### config.mk
export PLATFORM = sky130hd
export DESIGN_NAME = fetch_stage
export DESIGN_NICKNAME = d
export VERILOG_FILES = /design/src/rtl/cpu_pkg.sv /design/src/rtl/fetch_skid.sv /design/src/rtl/fetch_stage.sv
export SDC_FILE = /design/constraint.sdc
export NUM_CORES = 1
export LEC_CHECK = 0
export CAP_MARGIN = 20
export CORE_MARGIN = 1
export CORE_UTILIZATION = 47
export CTS_BUF_LIST = sky130_fd_sc_hd__clkbuf_8
export DETAILED_ROUTE_END_ITERATION = 8
export PLACE_DENSITY = 0.86
export SYNTH_ARGS = -nofsm -noshare
export SYNTH_HDL_FRONTEND = slang
export SYNTH_SLANG_ARGS = --single-unit
### constraint.sdc
create_clock -name clk -period 1.71 [get_ports clk]
set_input_delay 0.171 -clock clk [delete_from_list [all_inputs] [get_ports clk]]
set_output_delay 0.171 -clock clk [all_outputs]
set_load 0.05 [all_outputs]
### src/rtl/cpu_pkg.sv
// Shared CPU definitions: fetch reset/vector defaults, NOP encoding, IF/ID record.
package cpu_pkg;

    localparam logic [31:0] NOP_INSTR          = 32'h0000_0013;
    localparam logic [31:0] RESET_PC_DEFAULT   = 32'h0000_0000;
    localparam logic [31:0] IRQ_VECTOR_DEFAULT = 32'h0000_0100;

    typedef struct packed {
        logic [31:0] instr;
        logic [31:0] pc;
        logic        valid;
    } if_id_t;

    // Control-flow event selected by the fetch stage in a given cycle.
    typedef enum logic [1:0] {
        EV_NONE,
        EV_REDIRECT,
        EV_RTI,
        EV_IRQ
    } fetch_event_e;

endpackage

### src/rtl/fetch_skid.sv
// One-entry skid buffer: holds the instruction-memory return that arrives on
// the first stalled cycle so it can be handed to IF/ID when the stall ends.
module fetch_skid
    import cpu_pkg::*;
(
    input  logic        i_clk,
    input  logic        i_rst_n,
    input  logic        i_capture,
    input  logic        i_release,
    input  logic        i_flush,
    input  logic [31:0] i_data,
    output logic [31:0] o_data,
    output logic        o_valid
);

    logic [31:0] r_data;
    logic        r_valid;

    // Flush beats release beats capture; only the first capture of a stall is kept.
    always_ff @(posedge i_clk) begin
        if (!i_rst_n) begin
            r_data  <= NOP_INSTR;
            r_valid <= 1'b0;
        end else if (i_flush || i_release) begin
            r_valid <= 1'b0;
        end else if (i_capture && !r_valid) begin
            r_data  <= i_data;
            r_valid <= 1'b1;
        end
    end

    assign o_data  = r_data;
    assign o_valid = r_valid;

endmodule

### src/rtl/fetch_stage.sv
// Instruction fetch stage with IF/ID register: PC ownership, 1-cycle imem,
// stall absorption via skid buffer, EX redirects, rti and interrupt entry.
module fetch_stage
    import cpu_pkg::*;
#(
    parameter logic [31:0] RESET_PC   = RESET_PC_DEFAULT,
    parameter logic [31:0] IRQ_VECTOR = IRQ_VECTOR_DEFAULT
) (
    input  logic        clk,
    input  logic        rst_n,
    input  logic        hazard,
    input  logic        stall_mem,
    input  logic        redirect,
    input  logic [31:0] redirect_target,
    input  logic        rti,
    input  logic        irq,
    input  logic [31:0] imem_rdata,
    output logic [31:0] imem_addr,
    output logic        imem_en,
    output logic [31:0] instruction,
    output logic [31:0] next_pc,
    output logic [31:0] pc_id,
    output logic        flush_dec,
    output logic [31:0] epc,
    output logic        in_isr
);

    logic [31:0]  r_pc_f;
    logic [31:0]  r_fq_pc;
    logic         r_fq_v;
    if_id_t       r_if_id;
    logic [31:0]  r_next_pc;
    logic [31:0]  r_epc;
    logic         r_in_isr;

    logic         w_hold;
    logic         w_flush;
    fetch_event_e w_event;
    logic [31:0]  w_target;
    logic [31:0]  w_skid_data;
    logic         w_skid_v;
    if_id_t       w_fetched;

    assign w_hold = hazard | stall_mem;

    // Event selection: only with the memory side free; hazard does not block
    // redirect/rti since the hazarding instruction is squashed anyway.
    always_comb begin
        w_event  = EV_NONE;
        w_target = r_pc_f;
        if (!stall_mem) begin
            if (redirect) begin
                w_event  = EV_REDIRECT;
                w_target = redirect_target;
            end else if (rti) begin
                w_event  = EV_RTI;
                w_target = r_epc;
            end else if (irq && !r_in_isr && r_if_id.valid && !hazard) begin
                w_event  = EV_IRQ;
                w_target = IRQ_VECTOR;
            end
        end
    end

    assign w_flush = (w_event != EV_NONE);

    fetch_skid u_skid (
        .i_clk     (clk),
        .i_rst_n   (rst_n),
        .i_capture (w_hold & r_fq_v),
        .i_release (~w_hold),
        .i_flush   (w_flush),
        .i_data    (imem_rdata),
        .o_data    (w_skid_data),
        .o_valid   (w_skid_v)
    );

    // Instruction entering IF/ID: a replayed skid entry takes precedence over imem.
    always_comb begin
        w_fetched.pc    = r_fq_pc;
        w_fetched.valid = r_fq_v;
        if (w_skid_v) begin
            w_fetched.instr = w_skid_data;
        end else if (r_fq_v) begin
            w_fetched.instr = imem_rdata;
        end else begin
            w_fetched.instr = NOP_INSTR;
        end
    end

    // PC, in-flight request and IF/ID register.
    always_ff @(posedge clk) begin
        if (!rst_n) begin
            r_pc_f    <= RESET_PC;
            r_fq_pc   <= '0;
            r_fq_v    <= 1'b0;
            r_if_id   <= '{instr: NOP_INSTR, pc: '0, valid: 1'b0};
            r_next_pc <= 32'd4;
        end else if (w_flush) begin
            r_pc_f        <= w_target;
            r_fq_v        <= 1'b0;
            r_if_id.instr <= NOP_INSTR;
            r_if_id.valid <= 1'b0;
        end else if (!w_hold) begin
            r_pc_f    <= r_pc_f + 32'd4;
            r_fq_pc   <= r_pc_f;
            r_fq_v    <= 1'b1;
            r_if_id   <= w_fetched;
            r_next_pc <= r_fq_pc + 32'd4;
        end
    end

    // Interrupt bookkeeping: entry saves the squashed decode PC, rti leaves the handler.
    always_ff @(posedge clk) begin
        if (!rst_n) begin
            r_epc    <= '0;
            r_in_isr <= 1'b0;
        end else begin
            case (w_event)
                EV_RTI: r_in_isr <= 1'b0;
                EV_IRQ: begin
                    r_epc    <= r_if_id.pc;
                    r_in_isr <= 1'b1;
                end
                default: ;
            endcase
        end
    end

    assign imem_addr   = r_pc_f;
    assign imem_en     = rst_n & ~w_hold;
    assign instruction = r_if_id.instr;
    assign pc_id       = r_if_id.pc;
    assign next_pc     = r_next_pc;
    assign flush_dec   = w_flush;
    assign epc         = r_epc;
    assign in_isr      = r_in_isr;

endmodule
==> results of run 1 <==
## timing repair
action | CTS | global route
resized for setup | 81 | 17
buffers inserted | 1 | 7
endpoints found under the setup margin | 77 | 15
cloned | 0 | 1
pin swaps | 1 | 11
## sequential cells by signal, indices dropped and copies added (netlist names)
register,cells
next_pc,30
u_skid.o_data,32
u_skid.o_valid,1
instruction,32
imem_addr,32
r_if_id,1
in_isr,1
epc,32
pc_id,32
r_fq_v,1
r_fq_pc,32
## cells by family (layout without fill, tap and decap cells)
logic type,count (synthesis),after routing
XOR/XNOR,39,39
AND/OR/NAND/NOR,565,565
flip-flops,226,226
AO/OA/AOI/OAI,314,314
buffers and inverters,169,466
adder cells (fa/ha/maj),2,2
## cell type report
cell class | count | area [um^2] | area share
multi-input combinational | 920 | 4840 | 0.347
tap | 275 | 344 | 0.0246
timing repair buffer | 392 | 3450 | 0.247
sequential | 226 | 4600 | 0.329
inverter | 10 | 45.0 | 0.00322
clock buffer | 44 | 606 | 0.0433
clock inverter | 20 | 85.1 | 0.00609
## worst paths after layout
kind                                         from                end  slack (ns)  cells after the start
worst max-delay path                 imem_addr[2]      imem_addr[20]       -0.02                      7
worst min-delay path               imem_rdata[14]  u_skid.o_data[14]        0.24                      3
worst max register to register       imem_addr[2]      imem_addr[20]       -0.02                      7
worst min register to register  u_skid.o_data[31]  u_skid.o_data[31]        0.45                      2
## stage by stage
step           cell area [um^2]  power, mW   util  cells  setup WS, ns
2_1_floorplan             10300       6.56      -   1315        -0.118
5_1_grt                   14000       12.1  0.663   1887       -0.0847
4_1_cts                   13900       11.7  0.657   1880        -0.121
3_3_place_gp              13200       7.30  0.628   1815        -0.302
6_report                  14000       11.7  0.663   1887       -0.0168
3_5_place_dp              13200       7.34  0.628   1815        -0.359
## worst max-delay path, stage by stage (launching register included)
cell and delay [ns]:
dfxtp_4 0.36, ha_4 0.16, nand2_4 0.07, nor4_4 0.12
buf_4 0.18, or3b_4 0.39, o21a_1 0.19, o22ai_2 0.15
## where the power goes
part           internal, mW  switching (mW)
combinational         0.659            1.08
sequential             5.40           0.104
clock                  2.33            2.10
## layer usage
| layer | GRT usage | up-vias |
|---|---|---|
| met4 | 0.121 | 0 |
| met3 | 0.0664 | 89 |
| met2 | 0.476 | 592 |
| met5 | 0 | - |
| met1 | 0.374 | 4989 |
| li1 | - | 5016 |
## cells in the final DEF, fill, tap and decap left out, types with 35 or more instances in the layout
cell / count
nand3_1: 40
clkbuf_8: 44
dfxtp_1: 199
nor3_1: 35
dlygate4sd2_1: 74
nand2_1: 327
nor2_1: 85
buf_4: 226
clkdlybuf4s50_1: 68
o21ai_0: 44
a21oi_1: 175
==> results.tsv, run 1 <==
metric	value	unit
startpoint_type	flop	
cts_tree	yes	
worstSkewPairLatency	0.53	ns
synth-main-ff-cell	dfxtp_1	
synth-simple-area-share	0.246	
wl_met1	13300	um
die_w	149	um
grt_usage	0.293	
post_drt_wl_per_cell	17.8	um
drtAntennaViolNets	0	
ys_types	58	
arrival	2.16	ns
netlist_area	10200	um^2
cp_max_fo	4	
skew	0.0344	ns
synth_top_family_by_area	simple AND/OR/NAND/NOR gates	
muxShareOfSynthArea	0	
synth_seq_area_share	0.445	
initialDrtViolationCount	996	
netlist_top_cells_count	nand2_1, dfxtp_1, a21oi_1	
synthArstFlopShare	0	
synth-seq-cells	226	
synth_largest_area_cell	dfxtp_1	
wl_met2	15800	um
slew-limit-headroom	0.644	
ir_worst_vdd	0.000755	V
worst_pin_slew	0.536	ns
core	21100	um^2
fill_cells	1742	
fin_ws	-0.0168	ns
numCtsBuffers	38	
highest_layer	met4	
synth_adder_area_share	0.00246	
hold_violations	0	
routed_wl	33600	um
overflow	0	
clk_pin_slew	0.07	ns
critical_path_class	flop to flop	
firstDrtPassIters	6	
die_area	22200	um^2
syn_area_per_cell	7.73	um^2
portBuffers	233	
synth-xor-area-share	0.0336	
violations	setup timing	
grt_pass1_wl	51700	um
clock-sinks	226	
die_h	149	um
total_leakage_power	5.68	nW
grt_setup_unrepaired	yes	
holdBufCountCts	0	
clock_path_buffers	3	
pwr_density_cell	836	nW/um^2
io_pins	234	
required	2.15	ns
place.gp.congestion	0.927	
grt_max_degree	39	
drive_gt1_frac	0.222	
grt_pass1_vias	10034	
clock_tree.root_cell	clkbuf_8	
layout.nets	1661	
syn2layout_area_growth	37.5	%
final-setup-viol-count	2	
yosys-top-cells-area	dfxtp_1, nand2_1, a21oi_1, buf_4, nor2_1	
grt_antenna_before_repair	0	
synth-compound-area-share	0.184	
hold_slack	0.245	ns
synth_fp_nets	1388	
h-tree-depth	2	
worstSetupEndpointType	flop	
synth-edff-count	0	
start_util	0.482	
tns	-0.0231	ns
drv_slew	0	
dp_hpwl	23600	um
route.detailed.drc	0	
ys.warnings.count	0	
syn_inst	1315	
hp-class	input pin to flop	
via_count	10686	
wl_met3	3420	um
fmax	579	MHz
synth_top_area_share	0.445	
status	complete, but fails checks	
synth_most_common_cell	nand2_1	
cap_viol_max_count	0	
antenna_cells	0	
avgViaCountPerCell	5.66	
rows	53	
post-route-period-util	1.01	
fin_crit	1.73	ns
Note: power is estimated with default switching activity, not from simulation.
==> inputs of run 2 (changes only) <==
Settings changed: PLACE_DENSITY 0.86 to 0.85, SLEW_MARGIN set to 25, SYNTH_HIERARCHICAL set to 1.
==> run 2 against run 1 <==
  * The run ends with DRC, setup timing left
  * Sequential share of layout area decreased by 1.2 points
  * Critical path depth increased by 2
  * Flip-flop and latch count unchanged
  * Register-to-register slack got worse by 0.02 ns
  * Utilization decreased by 0.34 points
  * Total power increased by 3.6%
  * Sequential power about the same
==> results.tsv, run 2 <==
metric	value	unit	change
required	2.16	ns	about the same
synth-edff-count	0		unchanged
final-setup-viol-count	4		+2
ys_types	77		+33%
initialDrtViolationCount	940		-5.6%
dp_hpwl	24500	um	+3.8%
avgViaCountPerCell	5.78		+2.1%
post_drt_wl_per_cell	18.6	um	+4.8%
grt_pass1_vias	10365		+3.3%
total_leakage_power	5.74	nW	+1.1%
reg2reg_slack	-0.03	ns	-0.02 ns
hold_slack	0.215	ns	-0.0302 ns
overflow	0		unchanged
grt_setup_unrepaired	yes		
die_w	152	um	+1.9%
clock_tree.root_cell	clkbuf_8		
portBuffers	233		unchanged
layout.nets	1686		+1.5%
ir_worst_vdd	0.000528	V	-30%
grt_max_degree	69		+77%
via_count	11088		+3.8%
numCtsBuffers	39		+2.6%
hold_violations	0		unchanged
arrival	2.20	ns	+0.04 ns
r2r_cells	9		+2
reg2reg_to	u_skid/o_data[28]		
fmax	574	MHz	-0.88%
post-route-util	0.659		-0.00343
grt_usage	0.296		+0.00279
violations	DRC, setup timing		
synth_most_common_cell	nand2_1		
worst_pin_slew	0.609	ns	+0.0727 ns
synthArstFlopShare	0		unchanged
synth_largest_area_cell	dfxtp_1		
netlist_area	10600	um^2	+4.0%
route.detailed.drc	36		+36
reg2reg_from	in_isr		
clock_path_buffers	3		unchanged
cts_tree	yes		
skew	0.0195	ns	-0.0149 ns
cp_num_cells	9		+2
netlist_top_cells_count	nand2_1, dfxtp_1, a21oi_1		
startpoint_type	flop		
cp-startpoint	in_isr		
grt_antenna_before_repair	1		+1
slowest_stage	dfxtp_4		
fin_crit	1.74	ns	+0.0154 ns
pwr_density_cell	836	nW/um^2	about the same
cp_cell_sequence	nand4bb_4, nand2_4, nand2_4, inv_4, buf_4, nor4b_4, buf_6, buf_6, mux2i_1		
routed_wl	35800	um	+6.5%
layout_commonest_cell	nand2_1		
drv_slew	0		unchanged
ys.warnings.count	6		+6
holdBufCountCts	0		unchanged
clk_pin_slew	0.07	ns	about the same
synth_seq_area_share	0.428		-0.0171
clock-sinks	226		unchanged
cap_viol_max_count	0		unchanged
rows	54		+1.9%
grt_pass1_wl	54800	um	+6.1%
critical_path_class	flop to flop		
synth-seq-cells	226		unchanged
cp_max_fo	8		+4
synth_top_area_share	0.428		-0.0171
synth_fp_nets	1418		+2.2%
place.gp.congestion	0.923		-0.44%
cp_slowest_stage_delay	0.36	ns	-0.03 ns
final_cell_mix	nand2_1, buf_4, dfxtp_1		
h-tree-depth	2		unchanged
post-route-period-util	1.02		+0.00899
syn2layout_area_growth	37.0	%	
cp-endpoint	u_skid/o_data[28]		
io_pins	234		unchanged
cp.buffers_inverters	4		+3
dpl_cell_area	13300	um^2	+0.76%
die_area	23100	um^2	+3.9%
yosys-top-cells-area	dfxtp_1, nand2_1, a21oi_1, buf_4, mux2i_1		
status	complete, but fails checks		
firstDrtPassIters	7		+1
drive_gt1_frac	0.260		+0.0380
total_power	12.1	mW	+3.6%
drtAntennaViolNets	0		unchanged
tns	-0.0544	ns	-0.0313 ns
slew-limit-headroom	0.594		-0.0499
fin_ws	-0.0322	ns	-0.0154 ns
worstSetupEndpointType	flop		
antenna_cells	0		unchanged
hp-class	input pin to flop		
start_util	0.481		-0.000652
core	22000	um^2	+4.1%
syn_inst	1345		+2.3%
synth-main-ff-cell	dfxtp_1		
die_h	152	um	+1.9%
design_area	14500	um^2	+3.6%
syn_area_per_cell	7.86	um^2	+1.7%
path_delay_family	simple AND/OR/NAND/NOR gates		
worstSkewPairLatency	0.54	ns	about the same
run 2: changes by cell type in the layout (fill, tap and decap cells not counted), moves of 14 or more:
cell           change
mux2i_1           +35
a21oi_1           -31
buf_4             +28
dlygate4sd2_1     -25
xor2_1            -24
a211oi_1          -14
run 2: worst min-delay path by stage:
| stage | depth (start not counted) | start | slack [ns] | to |
|---|---|---|---|---|
| 6_report | 3 | rst_n | 0.21 | next_pc[2] |
| 2_1_floorplan | 2 | imem_rdata[10] | 0.31 | u_skid/o_data[10] |
| 5_1_grt | 3 | rst_n | 0.23 | next_pc[2] |
| 4_1_cts | 3 | rst_n | 0.19 | next_pc[2] |
| 3_3_place_gp | 2 | r_fq_pc[0] | 0.43 | pc_id[0] |
| 3_5_place_dp | 2 | u_skid/o_data[25] | 0.45 | u_skid/o_data[25] |
run 2: cell families (layout without fill, tap and decap cells):
family | count (synthesis) | after routing | synth area share
xor gates and xnor gates | 28 | 28 | 0.0232
AOI/OAI and AO/OA | 300 | 300 | 0.172
and+or+nand+nor | 573 | 573 | 0.245
muxes | 35 | 35 | 0.0331
DFF | 226 | 226 | 0.428
adders and majority gates | 2 | 2 | 0.00237
buffers and inverters | 181 | 474 | 0.0957
run 2: cell type report:
class                      count  area [um^2]
clock buffer                  51          702
clock inverter                15         96.3
fill                        1737         7480
inverter                      15         60.1
multi-input combinational    938         5310
sequential                   226         4600
tap                          280          350
timing repair buffer         393         3360
run 2: power breakdown:
part	leakage, nW	switching [mW]	internal (mW)
Clock	0.450	2.22	2.82
Combinational	3.44	0.986	0.592
Sequential	1.85	0.102	5.38
Total	5.74	3.31	8.79
run 2: stage by stage:
stage | std cells | setup WS, ns
2_1_floorplan | 1345 | -0.188
3_3_place_gp | 1835 | -0.382
3_5_place_dp | 1835 | -0.485
4_1_cts | 1912 | -0.0635
5_1_grt | 1918 | -0.100
6_report | 1918 | -0.0322
run 2: worst register-to-register path, cell delays in order, from the launching register on:
cell and delay, ns:
dfxtp_4 0.36, nand4bb_4 0.14, nand2_4 0.06, nand2_4 0.07, inv_4 0.04, buf_4 0.13, nor4b_4 0.27, buf_6 0.17
buf_6 0.18, mux2i_1 0.23
run 2: timing repair:
item | 4_1_cts | 5_1_grt
hold endpoints to repair | 0 | 0
setup endpoints to repair | 64 | 78
resized for setup | 65 | 45
buffers inserted | 11 | 4
pin swaps | 9 | 12
cloned | 0 | 2
run 2: routing by layer:
layer,vias up,share of wire,GRT usage
met5,-,0.00034,0
met4,2,0.038,0.136
met3,89,0.11,0.0690
met2,667,0.45,0.464
met1,5211,0.39,0.387
li1,5119,-,-
==> RTL change 1, RTL diff (flow settings as in run 2) <==
Reset style: asynchronous (`i_rst_n` and `rst_n`), changed in 3 clocked blocks.
--- a/src/rtl/fetch_skid.sv
+++ b/src/rtl/fetch_skid.sv
@@ -19,3 +19,3 @@
     // Flush beats release beats capture; only the first capture of a stall is kept.
-    always_ff @(posedge i_clk) begin
+    always_ff @(posedge i_clk or negedge i_rst_n) begin
         if (!i_rst_n) begin
--- a/src/rtl/fetch_stage.sv
+++ b/src/rtl/fetch_stage.sv
@@ -91,3 +91,3 @@
     // PC, in-flight request and IF/ID register.
-    always_ff @(posedge clk) begin
+    always_ff @(posedge clk or negedge rst_n) begin
         if (!rst_n) begin
@@ -113,3 +113,3 @@
     // Interrupt bookkeeping: entry saves the squashed decode PC, rti leaves the handler.
-    always_ff @(posedge clk) begin
+    always_ff @(posedge clk or negedge rst_n) begin
         if (!rst_n) begin
Behaviour: differs if rst_n is asserted again (counterexample within 4 cycles, from zero or initial values and one cycle with rst_n low); with rst_n held inactive, the same outputs for 4 cycles.
==> RTL change 1 against run 2 <==
The flow still finishes with violations (design-rule violations, negative setup slack). Worst setup slack lost 0.097 ns. Largest cell class is now flip-flops and latches. Final cell count shrank 13%. Area after synthesis grew 0.73%. Sequential cell count is the same. Wire length shrank 4.6%. Global-route usage shrank 0.87 points. Via count shrank 14%. Final area grew 3.5%. Synthesized cell count shrank 21%. Count of clock-buffer cells in the layout shrank 2.
Power is not compared: it rests on default switching activity, and its combinational part moved more than twofold at a synthesized area within 25%.
==> RTL change 1: results (changes against run 2) <==
worst min path class: primary input to asynchronous set/reset pin
FFs w/ async S/R, synth: 1.00 (+1.00)
met2 wire len: 16700 um (+3.0%)
post-synthesis compound-gate area fraction: 0.119 (-0.0534)
Setup WS post-layout: -0.130 ns (-0.0975 ns)
Detail Route met3 WL: 3000 um (-26%)
mux cell area share after synthesis: 0.0706 (+0.0375)
M1 GR Usage: 0.370 (-0.0168)
slowest stage cell on the critical path: dfrtp_2
routing usage on met2: 0.480 (+0.0165)
worst r2r dst: imem_addr[18]
gpl congestion: 0.871 (-5.6%)
Avg Cell Area, Syn: 10.1 um^2 (+28%)
post-synthesis xor/xnor area fraction: 0.0304 (+0.00723)
syn nets: 1131 (-20%)
GRT Overall Usage: 0.287 (-0.00865)
Metal-1 WL: 13500 um (-3.9%)
vias per inst: 5.67 (-1.9%)
# hold bufs at CTS: 1 (+1)
Worst R2R Start: imem_addr[2]
Worst EP required: 1.54 ns (-0.62 ns)
Post-synth top cells: nand2_1 (268), dfrtp_1 (219), o21ai_0 (71), buf_4 (68), mux2_2 (63)
CP max stage delay: 0.40 ns (+0.04 ns)
Setup Total Neg Slack: -1.43 ns (-1.37 ns)
failing checks: design-rule violations, negative setup slack
Final setup viols: 46 (+42)
largest net degree at the start of global routing: 96 (+39%)
status: complete, but fails checks
vias in the first global route: 9658 (-6.8%)
CP Launch Point: in_isr
share of layout cells above drive strength 1: 0.361 (+0.101)
Post-DP Area: 13500 um^2 (+1.2%)
# DRC: 20 (-44%)
largest cells by area after synthesis: dfrtp_1 (51%), nand2_1 (9.4%), mux2_2 (6.7%)
-- RTL change 1: cell count changes after synthesis, moves of 33 or more --
cell,delta
a22oi_1,+34
a21oi_1,-114
dfrtp_1,+219
clkbuf_1,-39
mux2i_1,-33
mux2_2,+63
nor2_1,-38
dfxtp_1,-226
nor3_1,-42
nand2_1,-68
-- RTL change 1: worst max path at each step --
stage / end / cells after the start
floorplan: u_skid/o_data[27] / 7
global placement: u_skid/o_data[8] / 7
detailed placement: u_skid/o_data[9] / 7
CTS: flush_dec / 5
global route: imem_addr[18] / 6
finish: flush_dec / 5
-- RTL change 1: area by class of cell --
| cell class | count | area (um^2) | area share |
|---|---|---|---|
| well taps | 280 | 350 | 0.0234 |
| clock inverters | 21 | 124 | 0.00827 |
| clock buffers | 49 | 674 | 0.0450 |
| multi-input cells | 698 | 4630 | 0.309 |
| inverters | 6 | 35.0 | 0.00234 |
| repair buffers | 395 | 3470 | 0.232 |
| flip-flops and latches | 226 | 5700 | 0.380 |
==> RTL change 2, RTL diff (settings of run 2) <==
Without the edit above. Add an input register stage for `irq`, with the module's reset; this delays it by one clock. The other inputs are not delayed to match.
--- a/src/rtl/fetch_stage.sv
+++ b/src/rtl/fetch_stage.sv
@@ -26,2 +26,12 @@
 );
+
+    logic irq_q;
+
+    always_ff @(posedge clk) begin
+        if (!rst_n) begin
+            irq_q <= '0;
+        end else begin
+            irq_q <= irq;
+        end
+    end
 
@@ -57,3 +67,3 @@
                 w_target = r_epc;
-            end else if (irq && !r_in_isr && r_if_id.valid && !hazard) begin
+            end else if (irq_q && !r_in_isr && r_if_id.valid && !hazard) begin
                 w_event  = EV_IRQ;
Check against the original RTL: not equivalent (a bounded check fails within 4 cycles, from zero or initial values and one cycle with rst_n low).
==> RTL change 2 against run 2 <==
The run ends with negative setup slack left. Non-clock buffer count down 8. Synthesized cell count down 0.97%. Sequential cell count up 1. Final area down 0.21%. Sequential power about the same. Area after synthesis down 0.85%. Wire length up 1.7%. Total power down 0.57%. Worst setup slack worse by 0.033 ns. First-iteration DRC count up 13%. Die area down 0.84%. Critical path type is now flop to primary output. Largest cell class unchanged. Largest power group unchanged.
==> RTL change 2: results (changes against run 2) <==
crit path to: flush_dec
FFs w/ async S/R, synth: 0 (unchanged)
Clock Tree Buf Depth: 3 (unchanged)
Max Clock Skew: 0.0351 ns (+0.0156 ns)
vias in the first global route: 10100 (-2.6%)
synth warn: 6 (unchanged)
NumNets Final: 1661 (-1.5%)
worst min path class: primary input to flop
initial antenna violation count: 0 (-1)
status: complete, but fails checks
worst setup path category: flop to primary output
Final setup viols: 15 (+11)
Worst-Skew Late Latency: 0.56 ns (+0.02 ns)
largest net degree at the start of global routing: 67 (-2.9%)
Setup WS post-layout: -0.0652 ns (-0.0330 ns)
crit path DAT: 1.60 ns (-0.60 ns)
Leak: 5.69 nW (-0.85%)
Post-DP Area: 13200 um^2 (-1.2%)
gpl congestion: 0.906 (-1.8%)
first-pass GRT wire length: 52600 um (-4.0%)
worst r2r dst: epc[22]
clk slew on worst S/H paths: 0.06 ns
hpwl dp: 23500 um (-3.9%)
largest cells by area after synthesis: dfxtp_1 (43%), nand2_1 (12%), a21oi_1 (7.3%)
reg2reg path depth: 8 (-1)
share of layout cells above drive strength 1: 0.264 (+0.00419)
CTS H-tree lvls: 2 (unchanged)
vias per inst: 5.84 (+1.0%)
CP max FO: 4 (-4)
post-synth cell types: 62 (-19%)
drt initial violations: 1061 (+13%)
sequential cell area fraction in the yosys report: 0.434 (+0.00559)
Pre-Repair DR Iteration Count: 6 (-1)
Post-synth top cells: nand2_1 (329), dfxtp_1 (227), a21oi_1 (153), clkbuf_1 (80), nor2_1 (75)
FF-to-FF setup slack: -0.05 ns (-0.02 ns)
I/O Buffers: 233 (unchanged)
wire per inst: 19.2 um (+3.0%)
Final Max Slew Viols: 0 (unchanged)
Net Switching: 3.28 mW (-0.71%)
CTS root buffer: clkbuf_8
syn nets: 1405 (-0.92%)
GRT Overall Usage: 0.293 (-0.00310)
Filler cells: 1655 (-4.7%)
Worst R2R Start: in_isr
TritonCTS Buffers: 38 (-2.6%)
max_slew headroom: 0.552 (-0.0422)
failing checks: negative setup slack
maximum VDD drop: 512 uV (-3.0%)
Mapped Cells: 1332 (-0.97%)
-- RTL change 2: power groups by stage --
| stage | clock [mW] | sequential [mW] | combinational (mW) |
|---|---|---|---|
| final | 5.07 | 5.47 | 1.49 |
| after global routing | 5.36 | 5.48 | 1.56 |
| after CTS | 5.13 | 5.47 | 1.43 |
| after detailed placement | 0 | 5.58 | 1.43 |
| after global placement | 0 | 5.58 | 1.41 |
| after floorplan | 0 | 5.78 | 0.645 |
-- RTL change 2: per-layer routing --
metal  up-vias  GRT usage  part of all wire
met5         -          0                 0
met4         0      0.146             0.050
met3       147     0.0587             0.097
met2       713      0.478              0.47
met1      5133      0.365              0.38
li1       5061          -                 -
-- RTL change 2: how the worst min path moves through the flow --
stage                    start  cells after the start        endpoint
floorplan                  irq                      1           irq_q
global placement    r_fq_pc[1]                      2        pc_id[1]
detailed placement  r_if_id[0]                      2      r_if_id[0]
CTS                   redirect                      6  u_skid/o_valid
global route          redirect                      6  u_skid/o_valid
finish                redirect                      6  u_skid/o_valid
-- RTL change 2: area by class of cell --
class	instances	area share
Multi-Input combinational cell	928	0.361
Sequential cell	227	0.321
Timing Repair Buffer	385	0.235
Clock buffer	47	0.0448
Tap cell	280	0.0243
Clock inverter	17	0.0101
Inverter	8	0.00269
Antenna cell	1	0.000173
-- RTL change 2: per-stage QoR --
stage | std cells | TNS (ns) | utilization | setup slack (ns) | hold WS, ns
global route | 1892 | -2.86 | 0.662 | -0.122 | 0.152
global placement | 1803 | -55.33 | 0.603 | -0.347 | 0.438
finish | 1893 | -0.397 | 0.662 | -0.0652 | 0.146
CTS | 1876 | -0.146 | 0.644 | -0.109 | 0.126
floorplan | 1332 | -6.29 | - | -0.225 | 0.298
detailed placement | 1803 | -66.31 | 0.604 | -0.437 | 0.451
-- RTL change 2: critical path, stage by stage (launching register included) --
cell       delay (ns)
dfxtp_4          0.35
nand4bb_4        0.22
nand3_4          0.10
nand2_4          0.07
inv_8            0.08
buf_6            0.11
buf_12           0.13
-- RTL change 2: repair_timing --
action,in CTS,in global routing
resized for setup,44,58
setup endpoints to repair,120,113
hold buffers,1,0
buffers inserted,6,9
pin swaps,4,17
cloned,2,7
endpoints found under the hold margin,1,0
-- RTL change 2: logic make-up after synthesis --
kind of cell,count (synthesis),share of synthesized area
AOI/OAI and AO/OA,293,0.168
buffers and inverters,179,0.0927
xor gates and xnor gates,26,0.0217
DFF,227,0.434
and+or+nand+nor,569,0.247
muxes,36,0.0346
adders and majority gates,2,0.00239
